**config.mk**
```make
export PLATFORM = sky130hd
export DESIGN_NAME = instr_fetch_unit
export DESIGN_NICKNAME = d
export VERILOG_FILES = /design/src/rtl/instr_fetch_unit.sv
export SDC_FILE = /design/constraint.sdc
export NUM_CORES = 1
export LEC_CHECK = 0
export ABC_AREA = 1
export BUFFER_PORTS_ARGS = -buffer_cell sky130_fd_sc_hd__buf_2
export CORE_ASPECT_RATIO = 0.6
export CORE_MARGIN = 3
export CORE_UTILIZATION = 52
export DETAILED_ROUTE_END_ITERATION = 16
export PLACE_DENSITY = 0.8
export SLEW_MARGIN = 5
export SYNTH_ARGS = -nofsm -noshare
export SYNTH_HDL_FRONTEND = slang
export SYNTH_SLANG_ARGS = --single-unit
```
**constraint.sdc**
```tcl
create_clock -name clk -period 4.4 [get_ports clk]
set_clock_uncertainty 0.1 [all_clocks]
set_input_delay 0.22 -clock clk [delete_from_list [all_inputs] [get_ports clk]]
set_output_delay 0.22 -clock clk [all_outputs]
set_load 0.02 [all_outputs]
```
**src/rtl/instr_fetch_unit.sv**
```systemverilog
// instr_fetch_unit: owns the fetch PC, issues one imem word read at a time and
// hands each fetched instruction to decode over a valid/ready handshake.
//   clk, reset (async, active-high)
//   redirect_valid/redirect_pc : one-cycle steer to a new fetch address
//   imem_req_valid/ready/addr  : request port (at most one outstanding)
//   imem_rsp_valid/data        : read response, one cycle wide
//   inst_valid/ready/data/pc   : instruction handed to decode
//   misalign_err               : sticky misaligned-redirect flag
// Optional feature: define FETCH_MISALIGN_CHECK_EN to trap misaligned redirects
// into HALT; without it the low two redirect bits are forced to zero.
module instr_fetch_unit #(
  parameter int WIDTH = 32,
  parameter int INSTR_W = 32,
  parameter logic [WIDTH-1:0] RESET_PC = '0
) (
  input  logic               clk,
  input  logic               reset,
  input  logic               redirect_valid,
  input  logic [WIDTH-1:0]   redirect_pc,
  output logic               imem_req_valid,
  input  logic               imem_req_ready,
  output logic [WIDTH-1:0]   imem_req_addr,
  input  logic               imem_rsp_valid,
  input  logic [INSTR_W-1:0] imem_rsp_data,
  output logic               inst_valid,
  input  logic               inst_ready,
  output logic [INSTR_W-1:0] inst_data,
  output logic [WIDTH-1:0]   inst_pc,
  output logic               misalign_err
);
  typedef enum logic [2:0] {BOOT, REQ, WAIT, HOLD, HALT} state_t;
  state_t state, state_n;
  logic [WIDTH-1:0] pc, pend_pc, tgt;
  logic drop, hs, rsp, redir, bad, keep_drop;
  assign hs = state == REQ && imem_req_ready;
  assign rsp = state == WAIT && imem_rsp_valid;
  assign redir = redirect_valid && state != HALT;
  // A redirect leaves a response in flight either when it collides with the
  // request handshake or when it lands in WAIT before the response arrives.
  assign keep_drop = hs || (state == WAIT && !imem_rsp_valid);
  assign imem_req_valid = state == REQ;
  assign imem_req_addr = pc;
`ifdef FETCH_MISALIGN_CHECK_EN
  assign tgt = redirect_pc;
  assign bad = redir && |redirect_pc[1:0];
  always_ff @(posedge clk or posedge reset)
    if (reset) misalign_err <= 1'b0;
    else if (bad) misalign_err <= 1'b1;
`else
  assign tgt = redirect_pc & ~WIDTH'(3);
  assign bad = 1'b0;
  assign misalign_err = 1'b0;
`endif
  always_ff @(posedge clk or posedge reset)
    if (reset) state <= BOOT;
    else state <= state_n;
  always_comb begin
    state_n = state;
    case (state)
      BOOT: state_n = REQ;
      REQ: state_n = hs ? WAIT : REQ;
      WAIT: state_n = rsp ? (drop ? REQ : HOLD) : WAIT;
      HOLD: state_n = inst_ready ? REQ : HOLD;
      default: state_n = state;
    endcase
    if (redir) state_n = bad ? HALT : keep_drop ? WAIT : REQ;
  end
  always_ff @(posedge clk or posedge reset)
    if (reset) begin
      pc <= RESET_PC;
      pend_pc <= '0;
      drop <= 1'b0;
      inst_valid <= 1'b0;
      inst_data <= '0;
      inst_pc <= '0;
    end else begin
      pc <= redir ? tgt : hs ? pc + WIDTH'(4) : pc;
      if (hs) pend_pc <= pc;
      drop <= redir ? keep_drop && !bad : rsp ? 1'b0 : drop;
      inst_valid <= redir ? 1'b0 : (rsp && !drop) ? 1'b1 : (state == HOLD && inst_ready) ? 1'b0 : inst_valid;
      if (!redir && rsp && !drop) begin
        inst_data <= imem_rsp_data;
        inst_pc <= pend_pc;
      end
    end
endmodule

```
After elaboration in Yosys (flattened, before gate mapping):

Index checks and enable logic that the tools add are counted.

* $add $sub $neg: 1
* eq/ne operators: 4
* mux-type cells: 14
* reductions and logical operators: 17

Operators with widths (count)
* 2-to-1 mux 32 bit: 2
* adder 32 x 3 -> 32 bit (second input constant): 1
* one-hot mux 3 bit (4 select lines): 1
* 2-to-1 mux 2 bit: 5
* logical AND 1 bit: 8
* equality test 3 x 2 -> 1 bit (second input constant): 2
* 2-to-1 mux 1 bit: 5
* nonzero test 5 bit: 1
* nonzero test 2 bit: 2
* equality test 3 x 1 -> 1 bit (second input constant): 1
* zero test 1 bit: 3
* zero test 3 bit: 1
* 2-to-1 mux 3 bit: 1
* != test 3 bit (second input constant): 1
* nonzero test 3 bit: 1
* logical OR 1 bit: 1

* flip-flop bits (word level): 133
* output and inout port bits: 99
* logic and storage cells: 43

Depth between registers and ports, before layout:

Gate-level depths: netlist of the first run.

* depth after elaboration: 5
* gate-level depth with buffers: 9

Least setup slack after synthesis of the first run:

No wires, ideal clock.

* kind: register -> register
* start point: register pc[3], in the netlist imem_req_addr[3]
* end point: register pc[26], in the netlist imem_req_addr[26]
* library setup time: 0.117 ns
* arrival time: 1.433 ns
* setup slack: 2.749 ns
* cell stages (with the launch flop): 9
* cell sequence: dfrtp_1 ha_1 nand2_1 nor2_1 nand2_2 nor2_1 nand3_1 nand3_1 nand2_1

* word-level cells in the longest chain between the ends: 3

RTL lines
* from (decl): line 33 `logic [WIDTH-1:0] pc, pend_pc, tgt;`
* from (signal assigned): line 77 `pc <= redir ? tgt : hs ? pc + WIDTH'(4) : pc;`
* adder 32 x 3 -> 32 bit: line 77
* 2-to-1 mux 32 bit (2 in a row): line 77

Every way passes these cells. The select of a mux whose other input is x is not followed.
A chain may end at the register's enable or synchronous reset.

Final worst setup path of the first run:

* start point: register state[0]
* end point: register inst_data[29]

* word-level cells in the longest chain between the ends: 5
* elaborated cells on any way between the ends: 7
* those cells by class: 2 x eq/ne; 5 x reduce/logical

RTL lines
* from (decl): line 32 `state_t state, state_n;`
* from (signal assigned): line 56 `else state <= state_n;`
* != test 3 bit: line 37 `assign redir = redirect_valid && state != HALT;`
* logical AND 1 bit: line 37
* zero test 1 bit: line 81 `if (!redir && rsp && !drop) begin`
* logical AND 1 bit (*) (2 in a row): line 81
* to (signal assigned): line 82 `inst_data <= imem_rsp_data;`
* to (decl): line 27 `output logic [INSTR_W-1:0] inst_data,`

Every way passes the cells marked *; elsewhere a longest branch is shown, timed or not.

==> results of run 1 <==
synthesized netlist by cell type:
cell and instances:
ha_1 1, a21oi_1 2, dfrtp_1 126, o211ai_1 4
inv_1 61, nor2_2 7, xor2_1 8, conb_1 1
nand2_4 2, nor2_1 33, inv_2 1, mux2_2 3
o311ai_0 1, nor2_4 4, mux2_4 59, o21ai_0 56
nand4_1 2, and2_1 2, buf_4 6, buf_2 7
o21ai_1 2, o21bai_1 3, nand3_1 40, buf_6 6
xnor2_1 1, nand2_2 2, clkbuf_1 7, nand2_1 168
logic make-up after synthesis:
family / share of synthesized area, %
AND/OR/NAND/NOR: 18.3
XOR/XNOR: 1.31
flip-flops: 52.2
adder cells (fa/ha/maj): 0.207
other: 0.0621
AO/OA/AOI/OAI: 5.99
multiplexers: 15.2
buffers and inverters: 6.73
metal layers:
metal | wire, um | track usage [%]
met5 | 0 | 0
met4 | 182 | 7.67
met3 | 1570 | 8.36
met2 | 7460 | 43.4
met1 | 7500 | 36.3
worst max-delay path by stage:
stage,slack [ns],start,endpoint
floorplan,0.72,reset,drop$_DFFE_PP0P_
detailed placement,1.73,redirect_valid,inst_data[29]$_DFFE_PP0P_
CTS,2.07,state[0]$_DFFE_PP0P_,inst_data[29]$_DFFE_PP0P_
finish,2.07,state[0]$_DFFE_PP0P_,inst_data[29]$_DFFE_PP0P_
global route,1.96,state[1]$_DFFE_PP0P_,inst_data[29]$_DFFE_PP0P_
global placement,1.81,redirect_valid,inst_pc[16]$_DFFE_PP0P_
through the flow:
stage / power (mW) / instance area (um2) / std cells
after floorplan: 3.11 / 6050 / 619
after global placement: 3.64 / 6920 / 914
after detailed placement: 3.72 / 6920 / 914
after CTS: 5.16 / 7960 / 990
after global routing: 5.44 / 7960 / 990
final: 5.16 / 7960 / 990
worst max-delay path, cell delays in order, from the launching register on:
cell,delay (ns)
dfrtp_1,0.38
inv_2,0.06
nand2_1,0.12
nor2_2,0.06
nand2_4,0.69
buf_4,0.45
mux2_4,0.34
state kept, by name (all words and copies together) (netlist names):
register and flops:
inst_data 32, imem_req_addr 30, inst_pc 30, pend_pc 30, state 2, drop 1
inst_valid 1
area by class of cell:
type | count | area (um2) | share of cell area [%]
clock inverters | 11 | 143 | 1.79
well taps | 155 | 194 | 2.44
clock buffers | 20 | 447 | 5.61
multi-input cells | 405 | 2490 | 31.3
inverters | 62 | 235 | 2.96
repair buffers | 211 | 1290 | 16.3
flip-flops and latches | 126 | 3150 | 39.6
where the power goes:
part           internal [mW]  switching (mW)  total (mW)  leakage (nW)
clock network          0.899           0.499        1.40         0.286
registers               1.62           0.335        1.95          1.59
logic                  0.776            1.03        1.81          2.39
==> flow_summary.json, run 1 <==
{
  "slew-limit-headroom_pct": 36.3,
  "tritoncts": "built",
  "hp-class": "in -> reg",
  "hold_depth": 3,
  "grt_pass1_wl_um": 27500,
  "report.final.hold_viol_count": 0,
  "place_congestion": 0.932,
  "post_cts_resized": 0,
  "period_needed_ns": 2.33,
  "area_growth_pct": 31.8,
  "antennaDiodeCount": 0,
  "wirelength_um": 16700,
  "syn_inst": 615,
  "grt_max_degree": 62,
  "tns_ns": 0,
  "start_kind": "register",
  "timing.rr.start": "state[0]$_DFFE_PP0P_",
  "core_um2": 10900,
  "grt.overflow.total": 0,
  "ctsHoldBuffers": 45,
  "dpl.hpwl_um": 11100,
  "cts_buffers": 17,
  "peakVddDrop_v": 0.000380,
  "clock_latency_ns": 0.41,
  "synth_top_cell_by_area": "dfrtp_1",
  "yosysTopAreaCellShare_pct": 52.2,
  "routed-via-count": 5088,
  "r2r-end": "inst_data[29]$_DFFE_PP0P_",
  "die_h_um": 89.5,
  "place_ws_ns": 1.73,
  "start_util_pct": 55.3,
  "fin_nets": 894,
  "final_common_cell": "nand2_1",
  "clockRootBuffer": "clkbuf_16",
  "clockBufferDepth": 2,
  "rrSetupSlack_ns": 2.07,
  "cap_violations": 0,
  "cts_num_sinks": 126,
  "fillers": 787,
  "firstDrtPassIters": 6,
  "finalCritPeriodShare_pct": 53.1,
  "yosysWarnings": 0,
  "io_pins": 169,
  "grt_pass1_vias": 5260,
  "hold_ws_ns": 0.0120,
  "post_drt_via_cell_ratio": 5.14,
  "grtUsageTotal_pct": 27.0,
  "drc": 0,
  "mappedNetlistArea_um2": 6040,
  "avgSynthCellArea_um2": 9.82,
  "detail_route.wl_per_cell_um": 16.9,
  "finalSetupViolations": 0,
  "status": "completed",
  "worstPathArrival_ns": 2.52,
  "path_clk_slew_ns": 0.05,
  "ys_seq_area_share_pct": 52.2,
  "maxSlewViolCount": 0,
  "tightest_slew_ns": 0.955,
  "post_cts_buffers": 0,
  "worst-path-max-fanout": 50,
  "antenna_found_initial": 0,
  "io_buffers": 161,
  "leakage_nw": 4.27,
  "setup_slack_ns": 2.07,
  "ant_nets": 0,
  "p_per_area_nw_per_um2": 648,
  "holdPathEnd": "state[0]$_DFFE_PP0P_",
  "ys_types": 28,
  "crit_type": "reg -> reg",
  "row_count": 29,
  "fin_util_pct": 72.9,
  "drt_iter0_drc": 399,
  "rsz0062_at_grt": "false",
  "chipWidth_um": 145,
  "crit_path_end_kind": "register",
  "synthTopCellsByArea": "dfrtp_1 (52%), mux2_4 (15%), nand2_1 (10%)",
  "max_freq_mhz": 428,
  "reg2reg_depth": 6,
  "layout-drive-gt1-share_pct": 32.8,
  "die_area_um2": 13000,
  "layout_common_cells": "nand2_1 (168), buf_2 (161), dfrtp_1 (126), inv_1 (60), mux2_4 (59)",
  "required_ns": 4.59,
  "cts-htree-levels": 4,
  "hold_path.startpoint": "imem_rsp_valid",
  "ys_ff_latch": 126
}
(Power assumes the default switching activity.)
==> run 2, diff against run 1 <==
--- a/config.mk
+++ b/config.mk
@@ -9,9 +9,9 @@
 export BUFFER_PORTS_ARGS = -buffer_cell sky130_fd_sc_hd__buf_2
 export CORE_ASPECT_RATIO = 0.6
 export CORE_MARGIN = 3
-export CORE_UTILIZATION = 52
+export CORE_UTILIZATION = 47
 export DETAILED_ROUTE_END_ITERATION = 16
-export PLACE_DENSITY = 0.8
+export PLACE_DENSITY = 0.76
 export SLEW_MARGIN = 5
 export SYNTH_ARGS = -nofsm -noshare
 export SYNTH_HDL_FRONTEND = slang
==> constraint.sdc (replaced) <==
create_clock -name clk -period 2.08 [get_ports clk]
set_clock_uncertainty 0.1 [all_clocks]
set_input_delay 0.104 -clock clk [delete_from_list [all_inputs] [get_ports clk]]
set_output_delay 0.104 -clock clk [all_outputs]
set_load 0.02 [all_outputs]
==> flow_summary.json, run 2 (synthesized netlist as in run 1, its figures left out) <==
{
  "status": "completed",
  "post_drt_via_cell_ratio": 5.01,
  "grt_pass1_vias": 5222,
  "met1_length_um": 7670,
  "hold_path.startpoint": "imem_req_ready",
  "io_pins": 169,
  "period_needed_ns": 1.83,
  "worst-path-max-fanout": 23,
  "die_h_um": 93.8,
  "start_kind": "input pin",
  "wl_met2_um": 7420,
  "fin_nets": 923,
  "top_layer_used": "met4",
  "hp-class": "in -> reg",
  "ant_nets": 0,
  "cpLargestDelayFamily": "buffers and inverters",
  "largest_reg_flops": 32,
  "slew-limit-headroom_pct": 64.0,
  "layout_common_cells": "nand2_1 (168), buf_2 (161), dfrtp_1 (126), dlygate4sd3_1 (66), inv_1 (60)",
  "p_per_area_nw_per_um2": 1300,
  "peakVddDrop_v": 0.000699,
  "area_growth_pct": 36.7,
  "clockBufferDepth": 2,
  "rsz0062_at_grt": "false",
  "core_um2": 12300,
  "cts_num_sinks": 126,
  "hold_ws_ns": 0.156,
  "crit_buf_inv": 6,
  "io_buffers": 161,
  "grt_pass1_wl_um": 27900,
  "route.met3.wl_um": 1550,
  "tritoncts": "built",
  "antennaDiodeCount": 0,
  "layout-drive-gt1-share_pct": 33.0,
  "max_freq_mhz": 547,
  "tns_ns": 0,
  "worstPathArrival_ns": 2.01,
  "slowest_delay_ns": 0.52,
  "finalCritPeriodShare_pct": 88.0,
  "wirelength_um": 16800,
  "dpl_cell_area_um2": 7040,
  "critical_path.slowest_cell": "dlygate4sd3_1",
  "finalSetupViolations": 0,
  "start_util_pct": 49.1,
  "maxSlewViolCount": 0,
  "crit_chain": "dlygate4sd3_1 > buf_2 > buf_4 > inv_1 > nand2_1 > buf_4 > inv_1 > nand2_1 > o211ai_1",
  "clock_latency_ns": 0.41,
  "required_ns": 2.26,
  "total_power_mw": 10.8,
  "hold_depth": 5,
  "rrSetupSlack_ns": 0.26,
  "cts-htree-levels": 4,
  "timing.rr.start": "imem_req_addr[3]$_DFFE_PP0N_",
  "clockRootBuffer": "clkbuf_16",
  "final_common_cell": "nand2_1",
  "grt.overflow.total": 0,
  "stdcell_count": 1028,
  "row_count": 31,
  "r2r-end": "imem_req_addr[30]$_DFFE_PP0N_",
  "routed-via-count": 5148,
  "largest-register": "inst_data",
  "die_area_um2": 14300,
  "firstDrtPassIters": 6,
  "detail_route.wl_per_cell_um": 16.4,
  "reg2reg_depth": 8,
  "post_cts_buffers": 0,
  "drt_iter0_drc": 506,
  "cap_violations": 0,
  "dp_cells": 932,
  "grt_max_degree": 57,
  "tightest_slew_ns": 0.538,
  "antenna_found_initial": 0,
  "cts_buffers": 17,
  "place_congestion": 0.898,
  "crit_type": "in -> reg",
  "chipWidth_um": 152,
  "report.final.hold_viol_count": 0,
  "fin_area_um2": 8260,
  "grtUsageTotal_pct": 24.6,
  "path_clk_slew_ns": 0.06,
  "holdPathEnd": "pend_pc[4]$_DFFE_PP0P_",
  "drc": 0,
  "crit_path_end_kind": "register",
  "dpl.hpwl_um": 11300,
  "leakage_nw": 4.39
}
==> run 2: changes by cell type in the layout (fill, tap and decap cells not counted), sizes merged <==
cell / before / now
dlygate4sd3: 45 / 66
buf: 166 / 174
bufinv: 3 / 1
clkinvlp: 2 / 4
clkbuf: 20 / 19
clkinv: 6 / 7
inv: 62 / 61
==> run 2: worst register-to-register path: stages, from the launching register on <==
cell	delay [ns]
dfrtp_1	0.43
ha_1	0.24
nand2_1	0.07
nor2_1	0.18
nand2_2	0.16
nor2_2	0.27
nand3_1	0.11
nand3_1	0.09
nand2_1	0.05
==> run 2: layer usage <==
layer / vias up / global-route usage, %
met2: 232 / 38.1
met5: - / 0
met3: 19 / 7.32
met4: 0 / 6.66
li1: 2446 / -
met1: 2451 / 33.9
==> run 2: power breakdown <==
part / internal, mW / leakage (nW) / switching (mW)
Sequential: 3.43 / 1.59 / 0.695
Combinational: 1.70 / 2.54 / 2.18
Clock: 1.68 / 0.266 / 1.06
Total: 6.81 / 4.39 / 3.94
==> run 2: timing repair <==
| item | in CTS | in global routing |
|---|---|---|
| hold endpoints to repair | 89 | 0 |
| endpoints found under the setup margin | 0 | 3 |
| hold buffers | 66 | 0 |
| gates resized for setup | 0 | 2 |
==> run 2: how the worst max path moves through the flow <==
stage	end	startpoint	slack [ns]	cells past startpoint
after global routing	imem_req_addr[18]$_DFFE_PP0N_	imem_req_addr[3]$_DFFE_PP0N_	0.08	8
after detailed placement	imem_req_addr[24]$_DFFE_PP0N_	imem_req_addr[3]$_DFFE_PP0N_	0.20	8
final	imem_req_addr[4]$_DFFE_PP0N_	redirect_valid	0.25	9
after floorplan	drop$_DFFE_PP0P_	reset	0.32	1
after CTS	imem_req_addr[24]$_DFFE_PP0N_	imem_req_addr[3]$_DFFE_PP0N_	0.19	8
after global placement	imem_req_addr[24]$_DFFE_PP0N_	imem_req_addr[3]$_DFFE_PP0N_	0.27	8
==> run 2: cell type report <==
class / instances / area [um2]
well taps: 165 / 206
inverters: 62 / 236
repair buffers: 240 / 1610
clock inverters: 11 / 95.1
fillers: 956 / 4040
multi-input cells: 405 / 2500
clock buffers: 19 / 453
flip-flops and latches: 126 / 3150
==> run 2: metrics by stage <==
stage | util (%) | setup slack (ns)
6_report | 67.2 | 0.250
5_1_grt | 67.2 | 0.0844
4_1_cts | 67.1 | 0.191
3_5_place_dp | 57.3 | 0.203
3_3_place_gp | 57.3 | 0.271
2_1_floorplan | - | 0.323
==> run 3, diff against run 2 <==
--- a/config.mk
+++ b/config.mk
@@ -11,7 +11,9 @@
 export CORE_MARGIN = 3
 export CORE_UTILIZATION = 47
 export DETAILED_ROUTE_END_ITERATION = 16
+export GPL_ROUTABILITY_DRIVEN = 0
 export PLACE_DENSITY = 0.76
+export RECOVER_POWER = 100
 export SLEW_MARGIN = 5
 export SYNTH_ARGS = -nofsm -noshare
 export SYNTH_HDL_FRONTEND = slang
==> flow_summary.json, run 3 (synthesized netlist as in run 1, its figures left out) <==
{
  "status": "completed",
  "leakage_nw": 3.89,
  "maxSlewViolCount": 0,
  "finalCritPeriodShare_pct": 93.1,
  "routed-via-count": 5178,
  "firstDrtPassIters": 5,
  "p_per_area_nw_per_um2": 1350,
  "hp-class": "in -> reg",
  "wirelength_um": 16800,
  "io_buffers": 161,
  "drt_iter0_drc": 443,
  "setup_slack_ns": 0.144,
  "antennaDiodeCount": 0,
  "peakVddDrop_v": 0.000648,
  "slew-limit-headroom_pct": 17.9,
  "final_common_cell": "nand2_1",
  "dpl.hpwl_um": 11400,
  "rsz0062_at_grt": "false",
  "power.internal_mw": 6.85,
  "start_util_pct": 49.1,
  "cap_violations": 0,
  "tritoncts": "built",
  "tns_ns": 0,
  "row_count": 31,
  "chipWidth_um": 152,
  "core_um2": 12300,
  "report.final.hold_viol_count": 0,
  "drc": 0,
  "layout-drive-gt1-share_pct": 16.2,
  "tightest_slew_ns": 1.23,
  "clock_latency_ns": 0.41,
  "largest-register": "inst_data",
  "path_clk_slew_ns": 0.06,
  "post_drt_via_cell_ratio": 5.03,
  "p_sw_share_pct": 36.6,
  "required_ns": 2.26,
  "power.share.clock_pct": 31.3,
  "layout_common_cells": "nand2_1 (170), dfrtp_1 (126), clkbuf_1 (95), buf_2 (68), dlygate4sd3_1 (66)",
  "cts-htree-levels": 4,
  "max_freq_mhz": 516,
  "io_pins": 169,
  "clockRootBuffer": "clkbuf_16",
  "area_growth_pct": 32.5,
  "period_needed_ns": 1.94,
  "antenna_found_initial": 0,
  "switching_power_mw": 3.96,
  "clockBufferDepth": 2,
  "power_frac_comb_pct": 30.6,
  "place_ws_ns": 0.210,
  "worst-path-max-fanout": 26,
  "grt_max_degree": 76,
  "crit_type": "reg -> reg",
  "worstPathArrival_ns": 2.12,
  "grt_pass1_vias": 5254,
  "start_kind": "register",
  "fin_nets": 922,
  "grtUsageTotal_pct": 24.5,
  "die_h_um": 93.8,
  "cts_num_sinks": 126,
  "ant_nets": 0,
  "grt.overflow.total": 0,
  "cts_buffers": 17,
  "die_area_um2": 14300,
  "pwr-share-seq_pct": 38.1,
  "crit_path_end_kind": "register",
  "grt_pass1_wl_um": 27500,
  "detail_route.wl_per_cell_um": 16.3,
  "finalSetupViolations": 0,
  "largest_reg_flops": 32
}
==> run 3: cell types whose count changed in the layout (fill, tap and decap cells not counted), moves of 4 or more <==
cell	delta
buf_4	-5
buf_12	-4
clkbuf_1	+95
buf_2	-93
clkinv_2	-5
bufinv_16	+5
mux2_1	+46
mux2_4	-46
clkbuf_2	+5
==> run 3: final timing paths <==
kind                                          from                             to  slack, ns  depth (start not counted)
max                           state[1]$_DFFE_PP0P_      inst_data[11]$_DFFE_PP0P_       0.14                          5
min                                 imem_req_ready  imem_req_addr[12]$_DFFE_PP0N_       0.26                          6
max reg2reg                   state[1]$_DFFE_PP0P_      inst_data[11]$_DFFE_PP0P_       0.14                          5
min reg2reg                pend_pc[24]$_DFFE_PP0P_        pend_pc[24]$_DFFE_PP0P_       0.38                          2
max in group asynchronous                    reset         pend_pc[5]$_DFFE_PP0P_       0.51                          4
min in group asynchronous                    reset        inst_pc[29]$_DFFE_PP0P_       0.55                          4
==> run 3: through the flow <==
step / hold WS [ns] / power, mW / instances / utilization [%] / instance area (um2)
finish: 0.256 / 10.8 / 1029 / 65.1 / 8010
global placement: 0.126 / 7.74 / 931 / 57.2 / 7040
global route: 0.317 / 11.4 / 1029 / 65.1 / 8010
CTS: 0.156 / 11.4 / 1029 / 68.1 / 8380
floorplan: 0.137 / 6.59 / 619 / - / 6060
detailed placement: 0.129 / 7.90 / 931 / 57.2 / 7040
==> run 3: layout make-up <==
class                   instances  area [um2]
repair buffers                239        1420
well taps                     165         206
inverters                      62         234
multi-input cells             405        2310
clock inverters                13         238
flip-flops and latches        126        3150
clock buffers                  19         443
fillers                      1042        4290
==> run 3: repair_timing <==
| action | in CTS | in global routing |
|---|---|---|
| hold endpoints to repair | 192 | 0 |
| setup endpoints to repair | 0 | 4 |
| hold buffers | 66 | 0 |
| setup buffers | 0 | 0 |
| gates resized for setup | 0 | 2 |
==> run 3: metal layers <==
metal  share of wire, %  up-vias  track usage, %
met3                9.4       30            8.70
met4                1.8        0            7.33
met5                  0        -               0
li1                   -     2435               -
met1                 45     2451            33.1
met2                 44      262            37.3
==> run 3: power by group through the flow <==
stage                     clock, mW  combinational (mW)  sequential, mW
final                          3.39                3.31            4.12
after floorplan                   0                1.73            4.86
after detailed placement          0                3.77            4.13
after global placement            0                3.70            4.04
after CTS                      3.43                3.90            4.10
after global routing           3.57                3.63            4.24
==> run 3: critical path, stage by stage, from the launching register on <==
cell and delay, ns:
dfrtp_1 0.40, nand2_1 0.12, nor2_1 0.05, nand2_1 0.21, clkbuf_4 0.50, mux2_1 0.41
